`src/rtl/dual_p_if.sv`:
```
// dual_p_if: bus bundle for the DSP output register stage.
//   alu_out        : ALU/post-adder result into the P stage
//   p/pcout/p_fb   : P register output, cascade copy, feedback copy
//   patterndetect  : masked match of PATTERN
//   patternbdetect : masked match of ~PATTERN
//   overflow       : previous cycle matched PATTERN, current matches neither
//   underflow      : previous cycle matched ~PATTERN, current matches neither
// master drives alu_out; slave (the P stage) drives everything else.
interface dual_p_if #(
    parameter int unsigned P_WIDTH = 48
);
    logic [P_WIDTH-1:0] alu_out;
    logic [P_WIDTH-1:0] p;
    logic [P_WIDTH-1:0] pcout;
    logic [P_WIDTH-1:0] p_fb;
    logic               patterndetect;
    logic               patternbdetect;
    logic               overflow;
    logic               underflow;

    modport master (
        output alu_out,
        input  p, pcout, p_fb, patterndetect, patternbdetect, overflow, underflow
    );

    modport slave (
        input  alu_out,
        output p, pcout, p_fb, patterndetect, patternbdetect, overflow, underflow
    );
endinterface

```
`src/rtl/dual_p.sv`:
```
// dual_p: output register stage of the DSP slice datapath.
// Captures the ALU result into P, drives the P feedback and PCOUT cascade,
// and performs masked pattern / pattern-bar detection with overflow and
// underflow flags built from the previous cycle's detect history.
// Ports:
//   clk  : clock
//   rstp : synchronous active-high reset of P, detect and history registers
//   cep  : clock enable for every register in this block
//   bus  : dual_p_if slave (alu_out in; p, pcout, p_fb, flags out)
// Optional feature macro: AUTORESET_PATDET_EN (PREG=1 only) clears P and the
// detect registers on the edge after a registered pattern match.
module dual_p #(
    parameter int unsigned        P_WIDTH            = 48,
    parameter int unsigned        PREG               = 1,
    parameter logic [P_WIDTH-1:0] PATTERN            = '0,
    parameter logic [P_WIDTH-1:0] MASK               = P_WIDTH'(48'h3FFF_FFFF_FFFF),
    parameter string              USE_PATTERN_DETECT = "PATDET"
) (
    input  logic     clk,
    input  logic     rstp,
    input  logic     cep,
    dual_p_if.slave  bus
);

    localparam bit DET_EN = (USE_PATTERN_DETECT == "PATDET");

    logic               pd_c;
    logic               pbd_c;
    logic [P_WIDTH-1:0] p_sel;
    logic               pd_sel;
    logic               pbd_sel;
    logic               pd_past;
    logic               pbd_past;

    // Masked compare of the live ALU result against PATTERN and ~PATTERN.
    assign pd_c  = ((bus.alu_out ^ PATTERN)  & ~MASK) == '0;
    assign pbd_c = ((bus.alu_out ^ ~PATTERN) & ~MASK) == '0;

    generate
        if (PREG == 1) begin : g_preg
            logic [P_WIDTH-1:0] p_q;
            logic               pd_q;
            logic               pbd_q;

            // P and detect registers; autoreset (when built) sits between
            // reset and normal load in priority.
            always_ff @(posedge clk) begin
                if (rstp) begin
                    p_q   <= '0;
                    pd_q  <= 1'b0;
                    pbd_q <= 1'b0;
                end
`ifdef AUTORESET_PATDET_EN
                else if (cep && pd_q) begin
                    p_q   <= '0;
                    pd_q  <= 1'b0;
                    pbd_q <= 1'b0;
                end
`endif
                else if (cep) begin
                    p_q   <= bus.alu_out;
                    pd_q  <= pd_c;
                    pbd_q <= pbd_c;
                end
            end

            assign p_sel   = p_q;
            assign pd_sel  = pd_q;
            assign pbd_sel = pbd_q;
        end else begin : g_comb
            assign p_sel   = bus.alu_out;
            assign pd_sel  = pd_c;
            assign pbd_sel = pbd_c;
        end
    endgenerate

    // Detect history. During an autoreset the pre-clear pd (1) and pbd are
    // exactly what pd_sel/pbd_sel hold, so one load path covers both cases.
    always_ff @(posedge clk) begin
        if (rstp) begin
            pd_past  <= 1'b0;
            pbd_past <= 1'b0;
        end else if (cep) begin
            pd_past  <= pd_sel;
            pbd_past <= pbd_sel;
        end
    end

    assign bus.p              = p_sel;
    assign bus.pcout          = p_sel;
    assign bus.p_fb           = p_sel;
    assign bus.patterndetect  = DET_EN & pd_sel;
    assign bus.patternbdetect = DET_EN & pbd_sel;
    // Left the matched region: was a match last cycle, neither match now.
    assign bus.overflow       = DET_EN & pd_past  & ~pd_sel & ~pbd_sel;
    assign bus.underflow      = DET_EN & pbd_past & ~pd_sel & ~pbd_sel;

endmodule

```
`src/flat_wrapper.sv`:
```
// flat-port wrapper written by rule: the top's interface ports become plain ports
module dual_p_flat 
#(
    parameter int unsigned        P_WIDTH            = 48,
    parameter int unsigned        PREG               = 1,
    parameter logic [P_WIDTH-1:0] PATTERN            = '0,
    parameter logic [P_WIDTH-1:0] MASK               = P_WIDTH'(48'h3FFF_FFFF_FFFF),
    parameter string              USE_PATTERN_DETECT = "      "
)
  (clk, rstp, cep, bus_alu_out, bus_p, bus_pcout, bus_p_fb, bus_patterndetect, bus_patternbdetect, bus_overflow, bus_underflow);
  dual_p_if #(.P_WIDTH(P_WIDTH)) bus_i ();
  input  logic clk;
  input  logic rstp;
  input  logic cep;
  input wire logic [$bits(bus_i.alu_out)-1:0] bus_alu_out;
  output wire logic [$bits(bus_i.p)-1:0] bus_p;
  output wire logic [$bits(bus_i.pcout)-1:0] bus_pcout;
  output wire logic [$bits(bus_i.p_fb)-1:0] bus_p_fb;
  output wire logic [$bits(bus_i.patterndetect)-1:0] bus_patterndetect;
  output wire logic [$bits(bus_i.patternbdetect)-1:0] bus_patternbdetect;
  output wire logic [$bits(bus_i.overflow)-1:0] bus_overflow;
  output wire logic [$bits(bus_i.underflow)-1:0] bus_underflow;
  assign bus_i.alu_out = bus_alu_out;
  assign bus_p = bus_i.p;
  assign bus_pcout = bus_i.pcout;
  assign bus_p_fb = bus_i.p_fb;
  assign bus_patterndetect = bus_i.patterndetect;
  assign bus_patternbdetect = bus_i.patternbdetect;
  assign bus_overflow = bus_i.overflow;
  assign bus_underflow = bus_i.underflow;
  dual_p #(.P_WIDTH(P_WIDTH), .PREG(PREG), .PATTERN(PATTERN), .MASK(MASK), .USE_PATTERN_DETECT(USE_PATTERN_DETECT)) u_core (.clk(clk), .rstp(rstp), .cep(cep), .bus(bus_i));
endmodule
```
`config.mk`:
```
export PLATFORM = sky130hd
export DESIGN_NAME = dual_p_flat
export DESIGN_NICKNAME = d
export VERILOG_FILES = /design/src/rtl/dual_p_if.sv /design/src/rtl/dual_p.sv /design/src/flat_wrapper.sv
export SDC_FILE = /design/constraint.sdc
export NUM_CORES = 1
export LEC_CHECK = 0
export BUFFER_PORTS_ARGS = -buffer_cell sky130_fd_sc_hd__buf_2
export CAP_MARGIN = 5
export CORE_MARGIN = 2
export CORE_UTILIZATION = 42
export CTS_CLUSTER_DIAMETER = 200
export CTS_CLUSTER_SIZE = 14
export DETAILED_ROUTE_END_ITERATION = 10
export MAX_ROUTING_LAYER = met4
export PLACE_DENSITY = 0.9
export SLEW_MARGIN = 20
export SYNTH_ARGS = -nofsm -noshare
export SYNTH_HDL_FRONTEND = slang
export SYNTH_SLANG_ARGS = --single-unit
```
`constraint.sdc`:
```
create_clock -name clk -period 2.1 [get_ports clk]
set_clock_uncertainty 0.2 [all_clocks]
set_input_delay 0.63 -clock clk [delete_from_list [all_inputs] [get_ports clk]]
set_output_delay 0.63 -clock clk [all_outputs]
set_load 0.02 [all_outputs]
```
Yosys cells after proc, flatten, opt, wreduce, memory -nomap -nowiden
Index checks and enable logic that the tools add are counted.

Output and inout port bits: 148. Bits in registers: 48. Bits of input ports: 51.

Depth between registers and ports, before layout
Depth after elaboration: 0. Depth in mapped cells: 5. Depth with buffers taken out: 2.

Least setup slack after synthesis
Ideal clock, no wire load.

Path type: in2reg. Start point: in cep. End point: reg u_core.g_preg.p_q[25], in the netlist u_core.bus.p[25]. Arrival: 1.188 ns. Library setup time: 0.117 ns. Buffers on the path: 3. Stages on the path: 5. Slack: 0.594 ns. Path through: buf_6 -> buf_12 -> buf_12 -> mux2i_1 -> nor2_1.

RTL lines: from (decl) (RTL line flat_wrapper.sv:14) `input logic cep;`; to (signal assigned) (RTL line dual_p.sv:61) `p_q <= bus.alu_out;`; to (decl) (RTL line dual_p.sv:41) `logic [P_WIDTH-1:0] p_q;`.

Worst setup path after layout
Start point: reg u_core.g_preg.p_q[21], in the netlist u_core.bus.p[21]. End point: out bus_p[21].

RTL lines: to (decl) (RTL line flat_wrapper.sv:16) `output wire logic [$bits(bus_i.p)-1:0] bus_p;`.

No word-level cell between the ends.

==> impl_metrics.json <==
{
  "layout_worst_path_cycle_share_pct": 81.9,
  "drt_antenna_net_count": 0,
  "ctsResizeCount": 0,
  "setup_tns_ns": 0,
  "die-width_um": 80.9,
  "rsz0062_at_grt": "no",
  "status": "finished, final reports clean",
  "clock-root-buffer": "clkbuf_8",
  "power_switching_share_pct": 29.9,
  "setup_viol_count_final": 0,
  "start_util_pct": 42.7,
  "timing.critical_path.arrival_ns": 0.89,
  "placeable_area_um2": 5820,
  "path_cells": "buf_2",
  "synth-seq-cells": 48,
  "pwr-share-clk_pct": 31.3,
  "placed_cells": 419,
  "chipHeight_um": 80.9,
  "numCtsBuffers": 5,
  "cts.hold.buffers_added": 0,
  "gpl.final_weighted_congestion": 0.720,
  "hold_path.class": "flop to flop",
  "finish.cell_count_without_fillers": 427,
  "layout_min_cycle_time_ns": 1.72,
  "clk-insertion-delay-late_ns": 0.29,
  "timing.hold.ws_ns": 0.338,
  "final_max_slew_viols": 0,
  "worstSetupStartpointType": "flop",
  "cts.clk_slew.worst_paths_ns": 0.09,
  "ctsHtreeMaxLevel": 2,
  "cpLargestDelayFamily": "flip-flops",
  "share_seq_of_total_power_pct": 44.8,
  "route.detailed.vias_per_inst": 4.27,
  "seq_total_area_yosys_pct": 38.7,
  "drive_gt1_share_pct": 58.0,
  "grt_use_total_pct": 13.2,
  "post_synth_inst_count": 256,
  "report.final.hold_viol_count": 0,
  "cts_num_sinks": 48,
  "total_wire_length_after_detailed_routing_um": 4650,
  "synth.lib_cells_used.distinct": 9,
  "post_synth.cell_area_avg_um2": 9.70,
  "drt_first_pass_iters": 3,
  "worstPathRequired_ns": 1.27,
  "flip_flop_count_of_the_largest_register_after_layout": 48,
  "grt_antenna_before_repair": 0,
  "filler_cell_count": 547,
  "powerDensity_nw_per_um2": 787,
  "achievable-frequency_mhz": 581,
  "pwr-share-comb_pct": 23.9,
  "criticalPathCategory": "flop to output pin",
  "p_sw_uw": 675,
  "via_count_of_the_first_global_routing_pass": 1468,
  "longest_individual_stage_delay_on_the_worst_path_ns": 0.40,
  "grt_start_max_net_pins": 49,
  "max-clock-path-buffers": 2,
  "hpwlAfterDp_um": 3550,
  "via_count": 1825,
  "cap_viol_max_count": 0,
  "tritoncts": "done",
  "synthesis.yosys.warnings": 0,
  "detail_route.drc_violations": 0,
  "area_growth_syn_to_layout_pct": 15.5,
  "internal_pwr_total_uw": 1580,
  "critPathMaxFanout": 4,
  "placement.io_buffers": 194,
  "cts.repair_timing.setup_buffer_count": 0,
  "global_route.overflow_total": 0,
  "critical_path.endpoint_type": "output pin",
  "ios": 199,
  "leakagePower_uw": 0.00179,
  "syn_area_um2": 2480,
  "finalPower_uw": 2260,
  "finalNetCount": 402,
  "floorplan.rows": 28,
  "multi_input_area_um2": 676,
  "critical_path.n_buffers_inverters": 1,
  "critical_path.slowest_cell": "dfxtp_1",
  "antenna_cells_inserted": 0,
  "vdd_drop_max_uv": 313,
  "avgRoutedWirePerCell_um": 10.9,
  "die_outline_area_um2": 6540,
  "final-seq-area_um2": 961,
  "initialDrtViolationCount": 36,
  "grt_first_pass_wirelength_um": 6520
}
==> metal layers <==
| metal | vias to the layer above | part of all wire (%) | track usage, % |
|---|---|---|---|
| met5 | - | 0 | - |
| met4 | 0 | 0.67 | 4.58 |
| met3 | 4 | 11 | 3.33 |
| met2 | 114 | 52 | 24.3 |
| met1 | 815 | 36 | 13.5 |
| li1 | 892 | - | - |
==> final timing paths <==
check | from | end | slack (ns) | cells after the start
min reg2reg | u_core.bus.p[32]$_SDFFE_PP0P_ | u_core.bus.p[32]$_SDFFE_PP0P_ | 0.34 | 2
max | u_core.bus.p[21]$_SDFFE_PP0P_ | bus_p[21] | 0.38 | 1
min | u_core.bus.p[32]$_SDFFE_PP0P_ | u_core.bus.p[32]$_SDFFE_PP0P_ | 0.34 | 2
max reg2reg | u_core.bus.p[36]$_SDFFE_PP0P_ | u_core.bus.p[36]$_SDFFE_PP0P_ | 1.24 | 2
==> through the flow <==
step | setup slack (ns) | util, % | cell area [µm²]
finish | 0.379 | 49.3 | 2870
global route | 0.326 | 49.3 | 2870
CTS | 0.354 | 49.3 | 2870
detailed placement | 0.392 | 47.1 | 2740
global placement | 0.449 | 47.1 | 2740
floorplan | 0.594 | - | 2490
==> cell usage after synthesis <==
cell,number,area share [%]
mux2i_1,48,19
conb_1,1,0.15
buf_4,102,31
nor2_1,48,7.3
buf_12,3,2.4
buf_2,2,0.40
clkbuf_1,3,0.45
buf_6,1,0.45
dfxtp_1,48,39
==> placed cells by master (no fill, tap or decap) <==
cell	synthesis	final
mux2i_1	48	48
dfxtp_1	48	48
nor2_1	48	48
buf_12	3	2
conb_1	1	4
buf_2	2	194
clkbuf_8	0	7
bufinv_16	0	1
==> final cells by class <==
cell class	count	share of cell area, %
clock buffer	7	3.36
clock inverter	1	1.05
multi-input combinational	100	23.6
sequential	48	33.5
tap	75	3.27
timing repair buffer	196	35.3
==> power by group through the flow <==
stage / logic, µW / registers, µW / clock network, µW
3_5_place_dp: 545 / 1030 / 0
6_report: 539 / 1010 / 706
3_3_place_gp: 536 / 1030 / 0
5_1_grt: 579 / 1020 / 781
4_1_cts: 545 / 1010 / 739
2_1_floorplan: 422 / 1100 / 0
==> kinds of logic (layout without fill, tap and decap cells) <==
group | after synthesis | count (layout) | share of synthesized area (%)
AND/OR/NAND/NOR | 48 | 48 | 7.25
flip-flops | 48 | 48 | 38.7
other | 1 | 4 | 0.151
multiplexers | 48 | 48 | 19.3
buffers and inverters | 111 | 204 | 34.6
==> tightest hold or removal path, delay by kind of cell (launching register included) <==
kind,cells,cell delay (ns)
flip-flops,1,0.36
AND/OR/NAND/NOR,1,0.07
multiplexers,1,0.08
Power figures use the tool's default switching activity.
